### src/rtl/uart_rx_ctrl.sv
// uart_rx_ctrl
// Receive-side frame sequencer for the UART RX path. Drives the 3-sample
// majority-vote sampler (dat_samp_en, edge_cnt), consumes its voted bit once
// per bit slot, deserializes LSB-first, checks parity and stop bit, and
// presents a validated byte with a one-cycle data_valid pulse.
//
// Ports
//   CLK          oversampling clock
//   RST          asynchronous active-low reset
//   RX_IN        serial line (idle high), already synchronized to CLK
//   PAR_EN       1 = frame carries a parity bit
//   PAR_TYP      0 = even parity, 1 = odd parity
//   Prescale     oversampling ratio per bit (8, 16 or 32)
//   sampled_bit  majority-voted bit from the sampler
//   dat_samp_en  sampler enable
//   edge_cnt     tick index within the current bit slot
//   bit_cnt      slot index within the frame (start bit = 0)
//   P_DATA       last valid received byte
//   data_valid   one-cycle pulse when P_DATA updates
//   par_err      parity mismatch in the last frame
//   stp_err      stop bit sampled as 0 in the last frame
//   strt_glitch  one-cycle pulse when the start bit sampled as 1
//
// state    | meaning
// ---------+--------------------------------------------------------------
// S_IDLE   | line idle, waiting for a falling RX_IN
// S_START  | timing the start-bit slot
// S_DATA   | timing data slots 1..DATA_WIDTH
// S_PARITY | timing the parity slot (only when parity is enabled)
// S_STOP   | timing the stop-bit slot
// S_DONE   | one cycle: stop bit consumed, frame result published

module uart_rx_ctrl #(
  parameter int DATA_WIDTH = 8
) (
  input  logic                  CLK,
  input  logic                  RST,
  input  logic                  RX_IN,
  input  logic                  PAR_EN,
  input  logic                  PAR_TYP,
  input  logic [5:0]            Prescale,
  input  logic                  sampled_bit,
  output logic                  dat_samp_en,
  output logic [4:0]            edge_cnt,
  output logic [3:0]            bit_cnt,
  output logic [DATA_WIDTH-1:0] P_DATA,
  output logic                  data_valid,
  output logic                  par_err,
  output logic                  stp_err,
  output logic                  strt_glitch
);

  typedef enum logic [2:0] {
    S_IDLE, S_START, S_DATA, S_PARITY, S_STOP, S_DONE
  } state_t;

  localparam logic [3:0] LAST_DATA = 4'(DATA_WIDTH);

  state_t                  state, state_nxt, chk_kind;
  logic                    chk;
  logic                    slot_en;
  logic                    wrap;
  logic                    glitch;
  logic                    frame_go;
  logic [5:0]              p_lat;
  logic                    par_en_lat;
  logic                    par_typ_lat;
  logic [DATA_WIDTH-1:0]   shift_reg;

  // Slot-level strobes shared by the next-state logic and the datapath.
  always_comb begin
    slot_en  = state inside {S_START, S_DATA, S_PARITY, S_STOP};
    wrap     = slot_en && ({1'b0, edge_cnt} == (p_lat - 6'd1));
    // The start slot is judged one cycle after it ends, so DATA slot 0 has
    // already begun when a glitch is detected; it aborts the frame anyway.
    glitch   = chk && (chk_kind == S_START) && sampled_bit;
    frame_go = ((state == S_IDLE) || (state == S_DONE)) && !RX_IN;
  end

  // State register
  always_ff @(posedge CLK or negedge RST) begin
    if (!RST) state <= S_IDLE;
    else      state <= state_nxt;
  end

  // Next-state logic
  always_comb begin
    state_nxt = state;
    case (state)
      S_IDLE:   if (!RX_IN) state_nxt = S_START;
      S_START:  if (wrap) state_nxt = S_DATA;
      S_DATA:   if (wrap && (bit_cnt == LAST_DATA))
                  state_nxt = par_en_lat ? S_PARITY : S_STOP;
      S_PARITY: if (wrap) state_nxt = S_STOP;
      S_STOP:   if (wrap) state_nxt = S_DONE;
      S_DONE:   state_nxt = RX_IN ? S_IDLE : S_START;
      default:  state_nxt = S_IDLE;
    endcase
    if (glitch) state_nxt = S_IDLE;
  end

  // Output logic
  always_comb begin
    dat_samp_en = slot_en;
    strt_glitch = glitch;
  end

  // Slot counters; both read 0 outside the timed states.
  always_ff @(posedge CLK or negedge RST) begin
    if (!RST) begin
      edge_cnt <= '0;
      bit_cnt  <= '0;
    end else if (frame_go || glitch || !slot_en) begin
      edge_cnt <= '0;
      bit_cnt  <= '0;
    end else if (wrap) begin
      edge_cnt <= '0;
      bit_cnt  <= (state == S_STOP) ? 4'd0 : bit_cnt + 4'd1;
    end else begin
      edge_cnt <= edge_cnt + 5'd1;
    end
  end

  // Consume strobe, deserializer, frame checks and latched frame config.
  always_ff @(posedge CLK or negedge RST) begin
    if (!RST) begin
      chk         <= 1'b0;
      chk_kind    <= S_IDLE;
      shift_reg   <= '0;
      P_DATA      <= '0;
      data_valid  <= 1'b0;
      par_err     <= 1'b0;
      stp_err     <= 1'b0;
      p_lat       <= '0;
      par_en_lat  <= 1'b0;
      par_typ_lat <= 1'b0;
    end else begin
      chk        <= wrap;
      chk_kind   <= state;
      data_valid <= 1'b0;
      if (chk) begin
        case (chk_kind)
          S_DATA:   shift_reg <= {sampled_bit, shift_reg[DATA_WIDTH-1:1]};
          S_PARITY: if (sampled_bit != (^shift_reg ^ par_typ_lat)) par_err <= 1'b1;
          S_STOP: begin
            if (!sampled_bit) begin
              stp_err <= 1'b1;
            end else if (!par_err) begin
              P_DATA     <= shift_reg;
              data_valid <= 1'b1;
            end
          end
          default: ;
        endcase
      end
      // A new frame starts with fresh config and clean error flags; this
      // also covers a back-to-back start leaving DONE.
      if (frame_go) begin
        p_lat       <= Prescale;
        par_en_lat  <= PAR_EN;
        par_typ_lat <= PAR_TYP;
        par_err     <= 1'b0;
        stp_err     <= 1'b0;
      end
    end
  end

endmodule
### config.mk
export PLATFORM = sky130hd
export DESIGN_NAME = uart_rx_ctrl
export DESIGN_NICKNAME = d
export VERILOG_FILES = /design/src/rtl/uart_rx_ctrl.sv
export SDC_FILE = /design/constraint.sdc
export NUM_CORES = 1
export LEC_CHECK = 0
export CAP_MARGIN = 20
export CORE_MARGIN = 1.5
export CORE_UTILIZATION = 57
export CTS_BUF_LIST = sky130_fd_sc_hd__clkbuf_8 sky130_fd_sc_hd__clkbuf_16
export DETAILED_ROUTE_END_ITERATION = 10
export GPL_ROUTABILITY_DRIVEN = 0
export GPL_TIMING_DRIVEN = 0
export PLACE_DENSITY = 0.88
export SLEW_MARGIN = 10
export SYNTH_ARGS = -nofsm -noshare
export SYNTH_HDL_FRONTEND = slang
export SYNTH_SLANG_ARGS = --single-unit
### constraint.sdc
create_clock -name CLK -period 4.5 [get_ports CLK]
set_input_delay 0.9 -clock CLK [delete_from_list [all_inputs] [get_ports CLK]]
set_output_delay 0.9 -clock CLK [all_outputs]
set_load 0.01 [all_outputs]
==> flow_summary.yaml, run 1 <==
drt:
  drc_errors: 0
  dr_vias: 1609
  vias_per_cell: 5.626
  route.antenna.remaining_nets: 0
  drt-total-wl_um: 3872
  detail_route.wl_per_cell_um: 13.54
  dr.first_iter.drc_count: 81
  detail_route.first_pass.iterations: 4
clock_network:
  cts_hold_buf: 0
  clock_tree_from_tritoncts: "yes"
  cts_repair_resize_count: 0
  cts_buffers: 5
  root_buffer: "sky130_fd_sc_hd__clkbuf_8"
  clkLatencyLatePin_ps: 290
  clk_pin_slew_ps: 80
  cts_buffer_depth: 2
  post-cts-setup-buffers: 0
  numClockSinks: 43
  clock_tree.htree_level_count: 2
power_and_ir_drop:
  cellLeakagePower_uw: 0.001194
  power.density_cell_area_nw_per_um2: 290.0
  p_total_uw: 757.9
  ir_drop_mv: 0.1909
global_route:
  first_pass_grt_wire_length_um: 6941
  use_met3: 0.04643
  top_usage_layer: "met2"
  gr-usage-met2: 0.3711
  antenna_found_initial: 0
  grt.total_usage: 0.2200
  groute.layer.met1.usage: 0.2719
  grt_max_degree: 33
  first_global_vias: 1567
  grt-ovfl-total: 0
finish:
  layout-drive-gt1-share: 0.1167
  seqCellArea_sq_um: 1076
  final_cell_mix: "43 x sky130_fd_sc_hd__dfrtp_1, 32 x sky130_fd_sc_hd__clkdlybuf4s50_1, 28 x sky130_fd_sc_hd__nand2_1"
  combined_area_of_the_multi_input_logic_cells_sq_um: 949.7
  design.final.nets: 255
  area_growth_syn_to_fin_pct: 25.77
  antennaDiodeCount: 0
  nFillCells: 231
  mostFrequentLayoutCell: "sky130_fd_sc_hd__dfrtp_1"
floorplan:
  die_x_um: 63.38
  std_cell_rows: 21
  die_height_um: 63.38
  io_pins: 34
  core_area_sq_um: 3416
  initial_utilization: 0.6084
  fp.dieArea_sq_um: 4017
setup_path:
  crit_path_end_kind: "output port"
  crit_fanout: 10
  worst-r2r-setup-slack_ps: 2050
  worst-endpoint-required_ps: 3600
  criticalPathCategory: "in -> out"
  cp_data_arrival_time_ps: 2790
  startpoint_class: "input pin"
sta:
  fin_tns_setup_ps: 0
  layout_min_cycle_time_ps: 3687
  slew-limit-headroom: 0.6156
  finalSetupViolations: 0
  number_of_hold_violations_in_the_final_report: 0
  worst_slew_pin_slew_ps: 572.1
  report.final.slew_viol_count: 0
  fmax_mhz: 271.2
  fin_crit_sh: 0.8193
  rsz0062_at_grt: "false"
  timing.hold.ws_ps: 397.2
  clock-skew-final_ps: 4.221
placement:
  hpwl_um: 2765
  io_buffer_count: 33
yosys:
  synth.net_count: 214
  synthesis.area_per_instance_sq_um: 10.50
  synth-edff-count: 0
  synth_area_sq_um: 2078
  synth_cell_types: 36
  synth_sequential_area_ratio: 0.5178
  ys_ff_latch: 43
  most_frequently_used_flop_master_after_synthesis: "sky130_fd_sc_hd__dfrtp_1"
  synthCells: 198
  synthArstFlopShare: 1.000
  synth.yosys.warnings: 0
run_status:
  run_status: "finished, final reports clean"
hold_path:
  timing.hold.worst.class: "reg -> reg"
flow_run:
  drv.max_cap_violation_count: 0
[through the flow]
step | std cells | area, sq um | setup slack (ps) | utilization
after global routing | 286 | 2614 | 719.9 | 0.7652
after global placement | 277 | 2466 | 864.2 | 0.7220
final | 286 | 2614 | 813.3 | 0.7652
after CTS | 286 | 2614 | 843.0 | 0.7652
after detailed placement | 278 | 2481 | 844.3 | 0.7264
after floorplan | 198 | 2078 | 2212 | -
[cells in the mapped netlist (all sizes together), types with 2 or more instances]
cell type / number / share of area
a211oi: 2 / 0.0072
a21oi: 4 / 0.0096
a31oi: 3 / 0.0090
and2: 2 / 0.0060
and3b: 2 / 0.0084
clkbuf: 5 / 0.0090
dfrtp: 43 / 0.52
ha: 4 / 0.024
inv: 8 / 0.014
mux2: 16 / 0.087
nand2: 28 / 0.051
nand2b: 2 / 0.0060
nand3: 10 / 0.024
nand4: 7 / 0.021
nand4b: 2 / 0.0084
nor2: 13 / 0.023
nor2b: 3 / 0.0090
nor3: 4 / 0.0096
o211ai: 2 / 0.0072
o21a: 3 / 0.011
o21ai: 2 / 0.0048
or3: 2 / 0.0084
or4: 2 / 0.0072
xnor2: 14 / 0.059
xor2: 5 / 0.021
[area by class of cell]
cell class	instances	share of cell area
clock inverters	3	0.02441
well taps	46	0.02202
flip-flops and latches	43	0.4117
inverters	9	0.01292
plain buffers	5	0.007180
multi-input cells	141	0.3633
repair buffers	34	0.1321
clock buffers	5	0.02633
[cell families (layout without fill, tap and decap cells)]
family | after synthesis | count (layout) | share of synthesized area
XOR/XNOR | 19 | 19 | 0.08007
flip-flops | 43 | 43 | 0.5178
adder cells (fa/ha/maj) | 4 | 4 | 0.02408
AO/OA/AOI/OAI | 18 | 18 | 0.05719
buffers and inverters | 14 | 56 | 0.02529
AND/OR/NAND/NOR | 84 | 84 | 0.2089
multiplexers | 16 | 16 | 0.08669
[final timing paths]
| kind | startpoint | endpoint | cells after the start |
|---|---|---|---|
| setup / recovery | sampled_bit | strt_glitch | 4 |
| min in group asynchronous | RST | P_DATA[7] | 1 |
| hold reg to reg | state[1] | chk_kind[1] | 0 |
| setup reg to reg | p_lat[0] | bit_cnt[3] | 7 |
| hold / removal | state[1] | chk_kind[1] | 0 |
| max in group asynchronous | RST | chk_kind[2] | 2 |
[critical path, stage by stage]
cell and delay [ps]:
sky130_fd_sc_hd__clkdlybuf4s50_1 600, sky130_fd_sc_hd__nand4b_1 410, sky130_fd_sc_hd__inv_1 300, sky130_fd_sc_hd__clkdlybuf4s50_1 580
[report_power, final]
part           internal, uW  leakage [uW]  switching, uW  total (uW)
Combinational          12.8      0.000569           11.3        24.2
Sequential              387      0.000556          0.501         387
Clock                   219     0.0000695            127         346
Total                   619       0.00119            139         758
[metal layers]
metal	wire length (um)	part of all wire
met1	1666	0.43
met5	0	0
met2	1952	0.50
met4	80	0.021
met3	172	0.044
Power figures use the tool's default switching activity.
==> run 2: changes to the inputs <==
CORE_UTILIZATION = 53   (was 57)
PLACE_DENSITY = 0.83   (was 0.88)
clock period = 3.7 ns   (was 4.5 ns; I/O delays follow)
==> flow_summary.yaml, run 2 (synthesis results as in run 1) <==
run_status:
  run_status: "finished, final reports clean"
clock_network:
  cts_repair_resize_count: 0
  numClockSinks: 43
  clock_tree_from_tritoncts: "yes"
  clk_pin_slew_ps: 80
  clkLatencyLatePin_ps: 290
  cts_buffers: 5
  post-cts-setup-buffers: 0
  clock_tree.htree_level_count: 2
  root_buffer: "sky130_fd_sc_hd__clkbuf_8"
  cts_hold_buf: 0
  cts_buffer_depth: 2
floorplan:
  std_cell_rows: 22
  fp.dieArea_sq_um: 4306
  core_area_sq_um: 3716
  die_height_um: 65.62
  die_x_um: 65.62
  initial_utilization: 0.5593
  io_pins: 34
hold_path:
  timing.hold.worst.class: "in -> async"
finish:
  seqCellArea_sq_um: 1076
  antennaDiodeCount: 0
  fin_util: 0.6902
  design.final.nets: 255
  area_growth_syn_to_fin_pct: 23.42
  mostFrequentLayoutCell: "sky130_fd_sc_hd__dfrtp_1"
  combined_area_of_the_multi_input_logic_cells_sq_um: 949.7
  final-instance-count-excl-fill: 288
  design_area_sq_um: 2565
  nFillCells: 308
  final_cell_mix: "43 x sky130_fd_sc_hd__dfrtp_1, 32 x sky130_fd_sc_hd__clkdlybuf4s50_1, 28 x sky130_fd_sc_hd__nand2_1"
  layout-drive-gt1-share: 0.1125
sta:
  clock-skew-final_ps: 3.798
  fin_crit_sh: 0.9145
  finalSetupViolations: 0
  number_of_hold_violations_in_the_final_report: 0
  fmax_mhz: 295.5
  rsz0062_at_grt: "false"
  report.final.slew_viol_count: 0
  layout_min_cycle_time_ps: 3384
  fin_tns_setup_ps: 0
  slew-limit-headroom: 0.6233
  worst_slew_pin_slew_ps: 560.7
global_route:
  grt.total_usage: 0.2098
  grt-ovfl-total: 0
  first_global_vias: 1521
  grt_max_degree: 28
  first_pass_grt_wire_length_um: 6810
  antenna_found_initial: 0
power_and_ir_drop:
  p_seq_frac: 0.605
  cellLeakagePower_uw: 0.001175
  intPower_uw: 613.2
  switchingPower_uw: 166.1
  p_total_uw: 779.3
  ir_drop_mv: 0.2700
  power.density_cell_area_nw_per_um2: 303.8
  clkPwrFrac: 0.357
  gate_power_share: 0.038
  switching_share: 0.2131
drt:
  detail_route.first_pass.iterations: 4
  route.antenna.remaining_nets: 0
  drc_errors: 0
  vias_per_cell: 5.448
  dr.first_iter.drc_count: 78
  detail_route.wl_per_cell_um: 13.24
  dr_vias: 1569
  drt-total-wl_um: 3812
flow_run:
  drv.max_cap_violation_count: 0
setup_path:
  startpoint_class: "input pin"
  cp_data_arrival_time_ps: 2640
  criticalPathCategory: "in -> out"
  crit_path_end_kind: "output port"
  crit_fanout: 10
  worst-endpoint-required_ps: 2960
placement:
  dpl-instance-area_sq_um: 2484
  hpwl_um: 2759
  placed_cells_incl_taps: 280
  io_buffer_count: 33
[run 2: cell count changes in the layout (fill, tap and decap cells not counted)]
| cell | delta |
|---|---|
| sky130_fd_sc_hd__bufinv_16 | -2 |
| sky130_fd_sc_hd__clkinv_2 | +1 |
| sky130_fd_sc_hd__inv_1 | +1 |
[run 2: power groups by stage]
stage / logic [uW] / registers, uW / clock network [uW]
2_1_floorplan: 3.00 / 481 / 0
3_3_place_gp: 27.9 / 481 / 0
3_5_place_dp: 30.6 / 481 / 0
4_1_cts: 30.6 / 471 / 288
5_1_grt: 33.1 / 472 / 309
6_report: 29.5 / 471 / 278
[run 2: worst max-delay path, cell delays in order]
cell and delay, ps:
sky130_fd_sc_hd__clkdlybuf4s50_1 590, sky130_fd_sc_hd__nand4b_1 410, sky130_fd_sc_hd__inv_1 320, sky130_fd_sc_hd__clkdlybuf4s50_1 580
[run 2: final timing paths]
path	slack [ps]	to	depth (start not counted)	from
max reg2reg	1270	bit_cnt[3]	7	p_lat[0]
min	360	data_valid	1	RST
min reg2reg	380	chk_kind[1]	0	state[1]
min in group CLK	380	chk_kind[1]	0	state[1]
max	320	strt_glitch	4	sampled_bit
max in group asynchronous	2870	stp_err	2	RST
[run 2: final cells by class]
type	count	share of cell area
Inverter	9	0.01317
Timing Repair Buffer	34	0.1346
Clock buffer	5	0.02683
Buffer	5	0.007317
Clock inverter	3	0.004878
Sequential cell	43	0.4195
Tap cell	48	0.02341
Multi-Input combinational cell	141	0.3702
[run 2: metal layers]
metal  up-vias  share of wire  GRT usage  routed length [um]
met4         0          0.024     0.1094                  91
li1        775              -          -                   -
met5         -              0          0                   0
met1       752           0.44     0.2565                1680
met2        32           0.50     0.3472                1907
met3        10          0.035    0.04452                 132
[run 2: through the flow]
stage | worst slack [ps] | hold WS (ps)
floorplan | 1412 | 351.9
global route | 211.3 | 390.9
CTS | 354.4 | 370.2
global placement | 388.6 | 357.7
detailed placement | 356.1 | 357.3
finish | 316.3 | 360.8
==> run 3: changes to the inputs <==
clock period = 3.62 ns   (was 3.7 ns; I/O delays follow)
==> results of run 3 <==
Same layout as run 2 (identical final DEF). Status: finished, final reports clean.
Main changes from that run: setup slack after placement 356.1 ps -> 308.1 ps; setup slack after layout 316.3 ps -> 268.3 ps; hold slack 360.8 ps -> 344.8 ps; register-to-register setup slack 1270 ps -> 1190 ps; total power 779.3 uW -> 796.5 uW; worst IR drop on VDD 0.2700 mV -> 0.2759 mV
